## src/rtl/mem_scan_pkg.sv

```systemverilog
// Shared types and constants for the memory scan controller.
package mem_scan_pkg;

  typedef enum logic [2:0] {
    IDLE,
    WRITE,
    READ,
    CHECK,
    DONE
  } state_t;

  localparam int ERR_WIDTH         = 16;
  localparam int DEFAULT_ADDRWIDTH = 8;
  localparam int DEFAULT_DATAWIDTH = 16;

endpackage

```

## src/rtl/mem_scan_if.sv

```systemverilog
// Host/RAM-side signal bundle of the memory scan controller.
// master = controller view, slave = environment (host + RAM) view.
interface mem_scan_if
  import mem_scan_pkg::*;
#(
  parameter int ADDRWIDTH = DEFAULT_ADDRWIDTH,
  parameter int DATAWIDTH = DEFAULT_DATAWIDTH
);

  logic                 iStart;
  logic [DATAWIDTH-1:0] iSeed;
  logic                 oWR;
  logic [ADDRWIDTH-1:0] oAddress;
  logic [DATAWIDTH-1:0] oWriteData;
  logic [DATAWIDTH-1:0] iReadData;
  logic                 oBusy;
  logic                 oDone;
  logic                 oPass;
  logic [ERR_WIDTH-1:0] oErrCount;
  logic [ADDRWIDTH-1:0] oFailAddr;

  modport master (
    input  iStart, iSeed, iReadData,
    output oWR, oAddress, oWriteData, oBusy, oDone, oPass, oErrCount, oFailAddr
  );

  modport slave (
    output iStart, iSeed, iReadData,
    input  oWR, oAddress, oWriteData, oBusy, oDone, oPass, oErrCount, oFailAddr
  );

endinterface

```

## src/rtl/mem_scan_checker.sv

```systemverilog
// Read-back comparator: delays each presented read address by one cycle to meet the
// RAM's read latency, counts mismatches (saturating) and keeps the first failing address.
module mem_scan_checker
  import mem_scan_pkg::*;
#(
  parameter int ADDRWIDTH = DEFAULT_ADDRWIDTH,
  parameter int DATAWIDTH = DEFAULT_DATAWIDTH
) (
  input  logic                 clk,
  input  logic                 rst,
  input  logic                 clear,
  input  logic                 sample,
  input  logic [ADDRWIDTH-1:0] addr,
  input  logic [DATAWIDTH-1:0] expected,
  input  logic [DATAWIDTH-1:0] read_data,
  output logic [ERR_WIDTH-1:0] err_count,
  output logic [ADDRWIDTH-1:0] fail_addr
);

  localparam logic [ERR_WIDTH-1:0] ERR_STEP = ERR_WIDTH'(1);

  logic                 pend;
  logic [ADDRWIDTH-1:0] pend_addr;
  logic [DATAWIDTH-1:0] pend_expected;
  logic                 mismatch;

  assign mismatch = pend && (read_data != pend_expected);

  // NOTE: non-blocking assignments make every register here update from pre-edge values,
  // so the compare below sees last cycle's pend_* regardless of statement order.
  always_ff @(posedge clk or posedge rst) begin
    if (rst) begin
      pend          <= 1'b0;
      pend_addr     <= '0;
      pend_expected <= '0;
      err_count     <= '0;
      fail_addr     <= '0;
    end else begin
      pend          <= sample && !clear;
      pend_addr     <= addr;
      pend_expected <= expected;
      if (clear) begin
        err_count <= '0;
        fail_addr <= '0;
      end else if (mismatch) begin
        if (err_count != '1) err_count <= err_count + ERR_STEP;
        // A zero count can only mean no mismatch yet in this run, since it saturates.
        if (err_count == '0) fail_addr <= pend_addr;
      end
    end
  end

endmodule

```

## src/rtl/mem_scan_ctrl.sv

```systemverilog
// Memory scan controller: writes zext(address) XOR seed over the whole RAM, reads it back
// and reports mismatches. Define MEMSCAN_INVERSE_PASS_EN to add a bit-inverted second pass.
module mem_scan_ctrl
  import mem_scan_pkg::*;
#(
  parameter int ADDRWIDTH = DEFAULT_ADDRWIDTH,
  parameter int DATAWIDTH = DEFAULT_DATAWIDTH
) (
  input logic        iClk,
  input logic        iRst,
  mem_scan_if.master bus
);

  localparam logic [ADDRWIDTH-1:0] LAST_ADDR = '1;
  localparam logic [ADDRWIDTH-1:0] ADDR_STEP = ADDRWIDTH'(1);

  state_t               state;
  logic [DATAWIDTH-1:0] seed;
  logic                 drain;
  logic                 accept;
  logic                 reading;
  logic [ADDRWIDTH-1:0] next_addr;
  logic [DATAWIDTH-1:0] read_expected;
  logic [ERR_WIDTH-1:0] err_count;
  logic [ADDRWIDTH-1:0] fail_addr;

`ifdef MEMSCAN_INVERSE_PASS_EN
  logic inv_pass;
`else
  localparam logic inv_pass = 1'b0;
`endif

  function automatic logic [DATAWIDTH-1:0] pattern(input logic [ADDRWIDTH-1:0] addr,
                                                   input logic [DATAWIDTH-1:0] base,
                                                   input logic                 inv);
    logic [DATAWIDTH-1:0] p;
    p = DATAWIDTH'(addr) ^ base;
    return inv ? ~p : p;
  endfunction

  assign accept        = bus.iStart && (state == IDLE || state == DONE);
  assign reading       = (state == READ);
  assign next_addr     = bus.oAddress + ADDR_STEP;
  assign read_expected = pattern(bus.oAddress, seed, inv_pass);
  assign bus.oErrCount = err_count;
  assign bus.oFailAddr = fail_addr;

  always_ff @(posedge iClk or posedge iRst) begin
    if (iRst) begin
      state          <= IDLE;
      seed           <= '0;
      drain          <= 1'b0;
`ifdef MEMSCAN_INVERSE_PASS_EN
      inv_pass       <= 1'b0;
`endif
      bus.oWR        <= 1'b0;
      bus.oAddress   <= '0;
      bus.oWriteData <= '0;
      bus.oBusy      <= 1'b0;
      bus.oDone      <= 1'b0;
      bus.oPass      <= 1'b0;
    end else begin
      unique case (state)
        IDLE, DONE: begin
          if (bus.iStart) begin
            state          <= WRITE;
            seed           <= bus.iSeed;
            drain          <= 1'b0;
`ifdef MEMSCAN_INVERSE_PASS_EN
            inv_pass       <= 1'b0;
`endif
            bus.oWR        <= 1'b1;
            bus.oAddress   <= '0;
            bus.oWriteData <= pattern('0, bus.iSeed, 1'b0);
            bus.oBusy      <= 1'b1;
            bus.oDone      <= 1'b0;
            bus.oPass      <= 1'b0;
          end
        end
        WRITE: begin
          if (bus.oAddress == LAST_ADDR) begin
            state          <= READ;
            bus.oWR        <= 1'b0;
            bus.oAddress   <= '0;
            bus.oWriteData <= '0;
          end else begin
            bus.oAddress   <= next_addr;
            bus.oWriteData <= pattern(next_addr, seed, inv_pass);
          end
        end
        READ: begin
          if (bus.oAddress == LAST_ADDR) begin
            state        <= CHECK;
            bus.oAddress <= '0;
          end else begin
            bus.oAddress <= next_addr;
          end
        end
        CHECK: begin
`ifdef MEMSCAN_INVERSE_PASS_EN
          if (!inv_pass) begin
            // The last normal-pass compare still lands in the first inverted WRITE cycle.
            state          <= WRITE;
            inv_pass       <= 1'b1;
            bus.oWR        <= 1'b1;
            bus.oAddress   <= '0;
            bus.oWriteData <= pattern('0, seed, 1'b1);
          end else
`endif
          if (!drain) begin
            // Extra cycle lets the final read-back compare settle before pass/fail is sampled.
            drain <= 1'b1;
          end else begin
            state     <= DONE;
            drain     <= 1'b0;
            bus.oBusy <= 1'b0;
            bus.oDone <= 1'b1;
            bus.oPass <= (err_count == '0);
          end
        end
        default: state <= IDLE;
      endcase
    end
  end

  mem_scan_checker #(
    .ADDRWIDTH(ADDRWIDTH),
    .DATAWIDTH(DATAWIDTH)
  ) u_checker (
    .clk      (iClk),
    .rst      (iRst),
    .clear    (accept),
    .sample   (reading),
    .addr     (bus.oAddress),
    .expected (read_expected),
    .read_data(bus.iReadData),
    .err_count(err_count),
    .fail_addr(fail_addr)
  );

endmodule

```

## src/flat_wrapper.sv

```systemverilog
// flat-port wrapper written by rule: the top's interface ports become plain ports
module mem_scan_ctrl_flat import mem_scan_pkg::*;
#(
  parameter int ADDRWIDTH = DEFAULT_ADDRWIDTH,
  parameter int DATAWIDTH = DEFAULT_DATAWIDTH
)
  (iClk, iRst, bus_iStart, bus_iSeed, bus_iReadData, bus_oWR, bus_oAddress, bus_oWriteData, bus_oBusy, bus_oDone, bus_oPass, bus_oErrCount, bus_oFailAddr);
  mem_scan_if #(.ADDRWIDTH(ADDRWIDTH), .DATAWIDTH(DATAWIDTH)) bus_i ();
  input logic iClk;
  input logic iRst;
  input wire logic [$bits(bus_i.iStart)-1:0] bus_iStart;
  input wire logic [$bits(bus_i.iSeed)-1:0] bus_iSeed;
  input wire logic [$bits(bus_i.iReadData)-1:0] bus_iReadData;
  output wire logic [$bits(bus_i.oWR)-1:0] bus_oWR;
  output wire logic [$bits(bus_i.oAddress)-1:0] bus_oAddress;
  output wire logic [$bits(bus_i.oWriteData)-1:0] bus_oWriteData;
  output wire logic [$bits(bus_i.oBusy)-1:0] bus_oBusy;
  output wire logic [$bits(bus_i.oDone)-1:0] bus_oDone;
  output wire logic [$bits(bus_i.oPass)-1:0] bus_oPass;
  output wire logic [$bits(bus_i.oErrCount)-1:0] bus_oErrCount;
  output wire logic [$bits(bus_i.oFailAddr)-1:0] bus_oFailAddr;
  assign bus_i.iStart = bus_iStart;
  assign bus_i.iSeed = bus_iSeed;
  assign bus_i.iReadData = bus_iReadData;
  assign bus_oWR = bus_i.oWR;
  assign bus_oAddress = bus_i.oAddress;
  assign bus_oWriteData = bus_i.oWriteData;
  assign bus_oBusy = bus_i.oBusy;
  assign bus_oDone = bus_i.oDone;
  assign bus_oPass = bus_i.oPass;
  assign bus_oErrCount = bus_i.oErrCount;
  assign bus_oFailAddr = bus_i.oFailAddr;
  mem_scan_ctrl #(.ADDRWIDTH(ADDRWIDTH), .DATAWIDTH(DATAWIDTH)) u_core (.iClk(iClk), .iRst(iRst), .bus(bus_i));
endmodule
```

## config.mk

```make
export PLATFORM = sky130hd
export DESIGN_NAME = mem_scan_ctrl_flat
export DESIGN_NICKNAME = d
export VERILOG_FILES = /design/src/rtl/mem_scan_pkg.sv /design/src/rtl/mem_scan_if.sv /design/src/rtl/mem_scan_checker.sv /design/src/rtl/mem_scan_ctrl.sv /design/src/flat_wrapper.sv
export SDC_FILE = /design/constraint.sdc
export NUM_CORES = 1
export LEC_CHECK = 0
export ABC_AREA = 0
export BUFFER_PORTS_ARGS = -buffer_cell sky130_fd_sc_hd__buf_4
export CAP_MARGIN = 25
export CORE_MARGIN = 4
export CORE_UTILIZATION = 50
export CTS_CLUSTER_SIZE = 16
export DETAILED_ROUTE_END_ITERATION = 12
export PLACE_DENSITY_LB_ADDON = 0.3
export SLEW_MARGIN = 0
export SYNTH_ARGS = -nofsm -noshare
export SYNTH_HDL_FRONTEND = slang
export SYNTH_SLANG_ARGS = --single-unit
```

## constraint.sdc

```tcl
create_clock -name iClk -period 5.6 [get_ports iClk]
set_input_delay 0.84 -clock iClk [delete_from_list [all_inputs] [get_ports iClk]]
set_output_delay 0.84 -clock iClk [all_outputs]
set_load 0.005 [all_outputs]
```

### Yosys cells after proc, flatten, opt, wreduce, memory -nomap -nowiden

Cells that the tools add are included.

* output and inout port bits: 52
* logic and storage cells: 82
* bits of input ports: 35
* bits in registers: 97

* reductions and logical operators: 24
* muxes and demuxes: 29
* bitwise gates (word level): 2
* add/subtract/negate cells: 2
* eq/ne operators: 11

Operators by type and width (number)
* $mux 16: 5
* $mux 8: 5
* $pmux 16 s2: 1
* $xor 8x16->16: 2
* $add 16x1->16 const B: 1
* $logic_not 16->1: 1
* $ne 16x16->1: 1
* $ne 16x16->1 const B: 1
* $pmux 8 s2: 1
* $mux 3: 4
* $pmux 3 s4: 1
* $reduce_and 2->1: 6
* $reduce_bool 2->1: 6
* $pmux 1 s2: 5
* $add 8x1->8 const B: 1
* $eq 8x8->1 const B: 1
* $mux 1: 7
* $eq 3x2->1 const B: 2
* $ne 2x1->1 const B: 3
* $reduce_and 3->1: 2
* $reduce_and 4->1: 1
* $reduce_or 2->1: 2
* $eq 3x1->1 const B: 1
* $eq 3x3->1 const B: 1
* other kinds (5): 7

### Depth between registers and ports, before layout

* word-level depth: 5
* mapped depth: 8
* mapped depth without buffers: 6

### Hierarchy

From an unflattened synthesis, not the netlist that was laid out.

* cell total of the unflattened synthesis: 453
* area total of the unflattened synthesis: 4536.9 um^2

By module, submodules not included
* mem_scan_ctrl: cells each 262, instances 1, area each 2388.5 um^2, seq. area each 1201.2 um^2
* mem_scan_checker: cells each 191, instances 1, area each 2148.3 um^2, seq. area each 1226.2 um^2

### Worst setup path before layout

Ideal clock, no wire load.

* path kind: input to register
* from: input bus_iReadData[5]
* to: register u_core.u_checker.err_count[1]
* path slack: 3455 ps
* arrival time: 2067 ps
* stages on the path: 7
* path buffers: 2
* library setup time: 78 ps
* required time: 5522 ps
* cell sequence: xnor2_1 -> nand4_2 -> nor4_4 -> buf_6 -> buf_6 -> o21ai_1 -> a21oi_1

* longest elaborated chain between the ends: 4

RTL lines
* from (decl): RTL line flat_wrapper.sv:13 `input wire logic [$bits(bus_i.iReadData)-1:0] bus_iReadData;`
* $ne 16x16->1: RTL line mem_scan_checker.sv:27 `assign mismatch = pend && (read_data != pend_expected);`
* $logic_and 1x1->1: RTL line mem_scan_checker.sv:27
* $reduce_bool 2->1 (no line)
* $reduce_and 2->1 (no line)
* to (signal assigned): RTL line mem_scan_checker.sv:46 `if (err_count != '1) err_count <= err_count + ERR_STEP;`
* to (decl): RTL line mem_scan_checker.sv:16 `output logic [ERR_WIDTH-1:0] err_count,`

Every way passes these cells.
A chain may end at the register's enable or synchronous reset.

### Worst setup path in the final report

* from: register u_core.bus.oAddress[0]
* to: register u_core.bus.oWriteData[9]

* longest elaborated chain between the ends: 3

RTL lines
* from (decl): RTL line mem_scan_if.sv:24 `output oWR, oAddress, oWriteData, oBusy, oDone, oPass, oErrCount, oFailAddr`
* from (signal assigned): RTL line mem_scan_ctrl.sv:87 `bus.oAddress <= next_addr;`
* from (signal assigned): RTL line mem_scan_ctrl.sv:96 `bus.oAddress <= next_addr;`
* $eq 8x8->1: RTL line mem_scan_ctrl.sv:81 `if (bus.oAddress == LAST_ADDR) begin`
* $mux 16: RTL line mem_scan_ctrl.sv:81
* $pmux 16 s2: RTL line mem_scan_ctrl.sv:63 `unique case (state)`
* to (signal assigned): RTL line mem_scan_ctrl.sv:74 `bus.oWriteData <= pattern('0, bus.iSeed, 1'b0);`
* to (signal assigned): RTL line mem_scan_ctrl.sv:88 `bus.oWriteData <= pattern(next_addr, seed, inv_pass);`
* to (decl): RTL line mem_scan_if.sv:24

Every way passes these cells.

==> impl_metrics.ini <==
[grt]
grt.total_usage = 0.207
grt_overflow = 0
grt_max_degree = 77
grt_pass1_vias = 3477
antenna_found_initial = 0
grt_pass1_wl_mm = 16.8

[worst_setup_path]
crit_fanout = 8
start_kind = register
reg2reg_depth = 6
critical_path_class = register to register
end_kind = register
critical-path-max-stage-delay_ns = 0.50
worst-path-stages = 6
required_ns = 5.85
critical_path.cell_chain = ha_1, nand3_1, nor2_1, a21oi_1, a222oi_1, inv_1
cp_top_family = compound AO/OA/AOI/OAI gates
cp.arrival_ns = 2.55
cp_num_buf_inv = 1
critical-path-slowest-cell = dfrtp_1

[synthesis]
ys_seq_area_frac = 0.546
ys.flop_type = dfrtp_1
yosys.cell_types.count = 54
synthMuxAreaShare = 0.0247
ys_ff_latch = 97
netlist_instances = 419
syn-num-nets = 457
synth_edf_count = 0
synth_top_family_by_area = simple AND/OR/NAND/NOR gates
synth_top_area_frac = 0.546
yosys.area_share.simple = 0.199
async_reset_ff_frac = 1.00
netlist.top_cell.by_area = dfrtp_1
synthTopCellsByArea = dfrtp_1, nand2_1, xnor2_1
synth_warnings = 0
synth_compound_area_frac = 0.122
synthAdderAreaFrac = 0.00844
syn_area_mm2 = 0.00445
syn_avg_cell_area_um2 = 10.6
yosys.area_share.xor_xnor = 0.0630

[finish]
final_nets = 541
final_core_util = 0.621
stdcell_area_mm2 = 0.00539
nFillCells = 703
syn2layout_area_growth_pct = 21.1
multi_input_comb_area_mm2 = 0.00186
layout-drive-gt1-share = 0.252
final_cell_mix = dfrtp_1, buf_4, nand2_1
fin_cells = 615
antenna_cells = 0
register_area_mm2 = 0.00243
layout_commonest_cell = dfrtp_1

[timing]
fin_tns_setup_ns = 0
slew_viol_final = 0
fmax_mhz = 434
finalSetupViolations = 0
fin_crit_sh = 0.411
hold_viol_final = 0
rsz0062_at_grt = false
hold_ws_ns = 0.415
fin_ws_ns = 3.30
worst_pin_slew_ns = 0.775
maxSlewHeadroom = 0.479
finClkSkew_ns = 0.0143
period_minus_slack_ns = 2.30

[placed_design]
numPortBuffers = 86
dp.cells = 598
dpl.hpwl_mm = 7.25
pre_cts_ws_ns = 2.80
place_congestion = 0.849
postPlaceCellArea_mm2 = 0.00516

[cts]
clk_latency_ns = 0.36
post-cts-setup-buffers = 0
cts_max_level = 3
cts_resized = 0
cts_buffer_depth = 2
cts_hold_buf = 0
clock_sinks = 97
tritoncts = yes
clk_pin_slew_ns = 0.10
cts_root_buf = clkbuf_8
cts_buffers = 9

[power_and_ir_drop]
total_power_mw = 2.01
max-vdd-ir-drop_mv = 0.228
powerDensity_mw_per_mm2 = 373
p_leak_nw = 2.58

[detailed_routing]
postRouteAntennaNets = 0
wire_per_inst_um = 16.6
first_pass_iters = 5
drt-total-wl_mm = 10.2
vias = 3478
viasPerCell = 5.66
initialDrtViolationCount = 174
drcViolationCount = 0

[floorplan]
std_cell_rows = 34
initial_core_util = 0.513
die_height_um = 102
fp.dieW_um = 102
pin_count = 87
core_area_mm2 = 0.00868
dieArea_mm2 = 0.0105

[outcome]
status = finished clean

[hold_path]
hp-class = register to register
whs_path_depth = 0

[flow_run]
cap_viol_max_count = 0
registers in the layout, summed over array words and instances (netlist names), 3 cells and up:
name and flops:
u_core.bus.oWriteData 16, u_core.u_checker.pend_expected 16, u_core.state 3, u_core.bus.oAddress 8, u_core.u_checker.pend_addr 8, u_core.u_checker.err_count 16
u_core.seed 16, u_core.u_checker.fail_addr 8
metal layers:
metal  wire length [um]  part of all wire  global-route usage
met5                  0                 0                   0
met4                116             0.011              0.0888
met3                734             0.072              0.0396
met2               4900              0.48               0.328
met1               4480              0.44               0.279
worst paths after layout:
path / start / slack (ns) / endpoint
worst max-delay path: u_core.bus.oAddress[0] / 3.30 / u_core.bus.oWriteData[9]
worst min-delay path: u_core.seed[15] / 0.41 / u_core.u_checker.pend_expected[15]
worst max register to register: u_core.bus.oAddress[0] / 3.30 / u_core.bus.oWriteData[9]
worst min register to register: u_core.seed[15] / 0.41 / u_core.u_checker.pend_expected[15]
max in group asynchronous: iRst / 4.37 / u_core.u_checker.pend_addr[4]
min in group asynchronous: iRst / 0.42 / u_core.u_checker.pend_expected[9]
power by group:
group / switching (mW) / internal, mW
Clock: 0.241 / 0.206
Combinational: 0.258 / 0.280
Sequential: 0.146 / 0.882
Total: 0.645 / 1.37
cells in the mapped netlist (11+ instances only):
cell	instances
a21oi_1	25
dfrtp_1	97
inv_1	12
mux2i_1	11
nand2_1	69
nand3_1	24
o21ai_0	12
o21ai_1	24
xnor2_1	20
xor2_1	12
layout make-up:
| class | instances | area share |
|---|---|---|
| Multi-Input combinational cell | 291 | 0.346 |
| Sequential cell | 97 | 0.450 |
| Tap cell | 108 | 0.0251 |
| Timing Repair Buffer | 92 | 0.134 |
| Clock inverter | 6 | 0.0125 |
| Inverter | 12 | 0.00882 |
| Clock buffer | 9 | 0.0230 |
logic make-up after synthesis:
group	count (synthesis)
muxes	11
adders and majority gates	3
and+or+nand+nor	158
AOI/OAI and AO/OA	87
buffers and inverters	31
xor gates and xnor gates	32
DFF	97
Note: power is estimated with default switching activity, not from simulation.
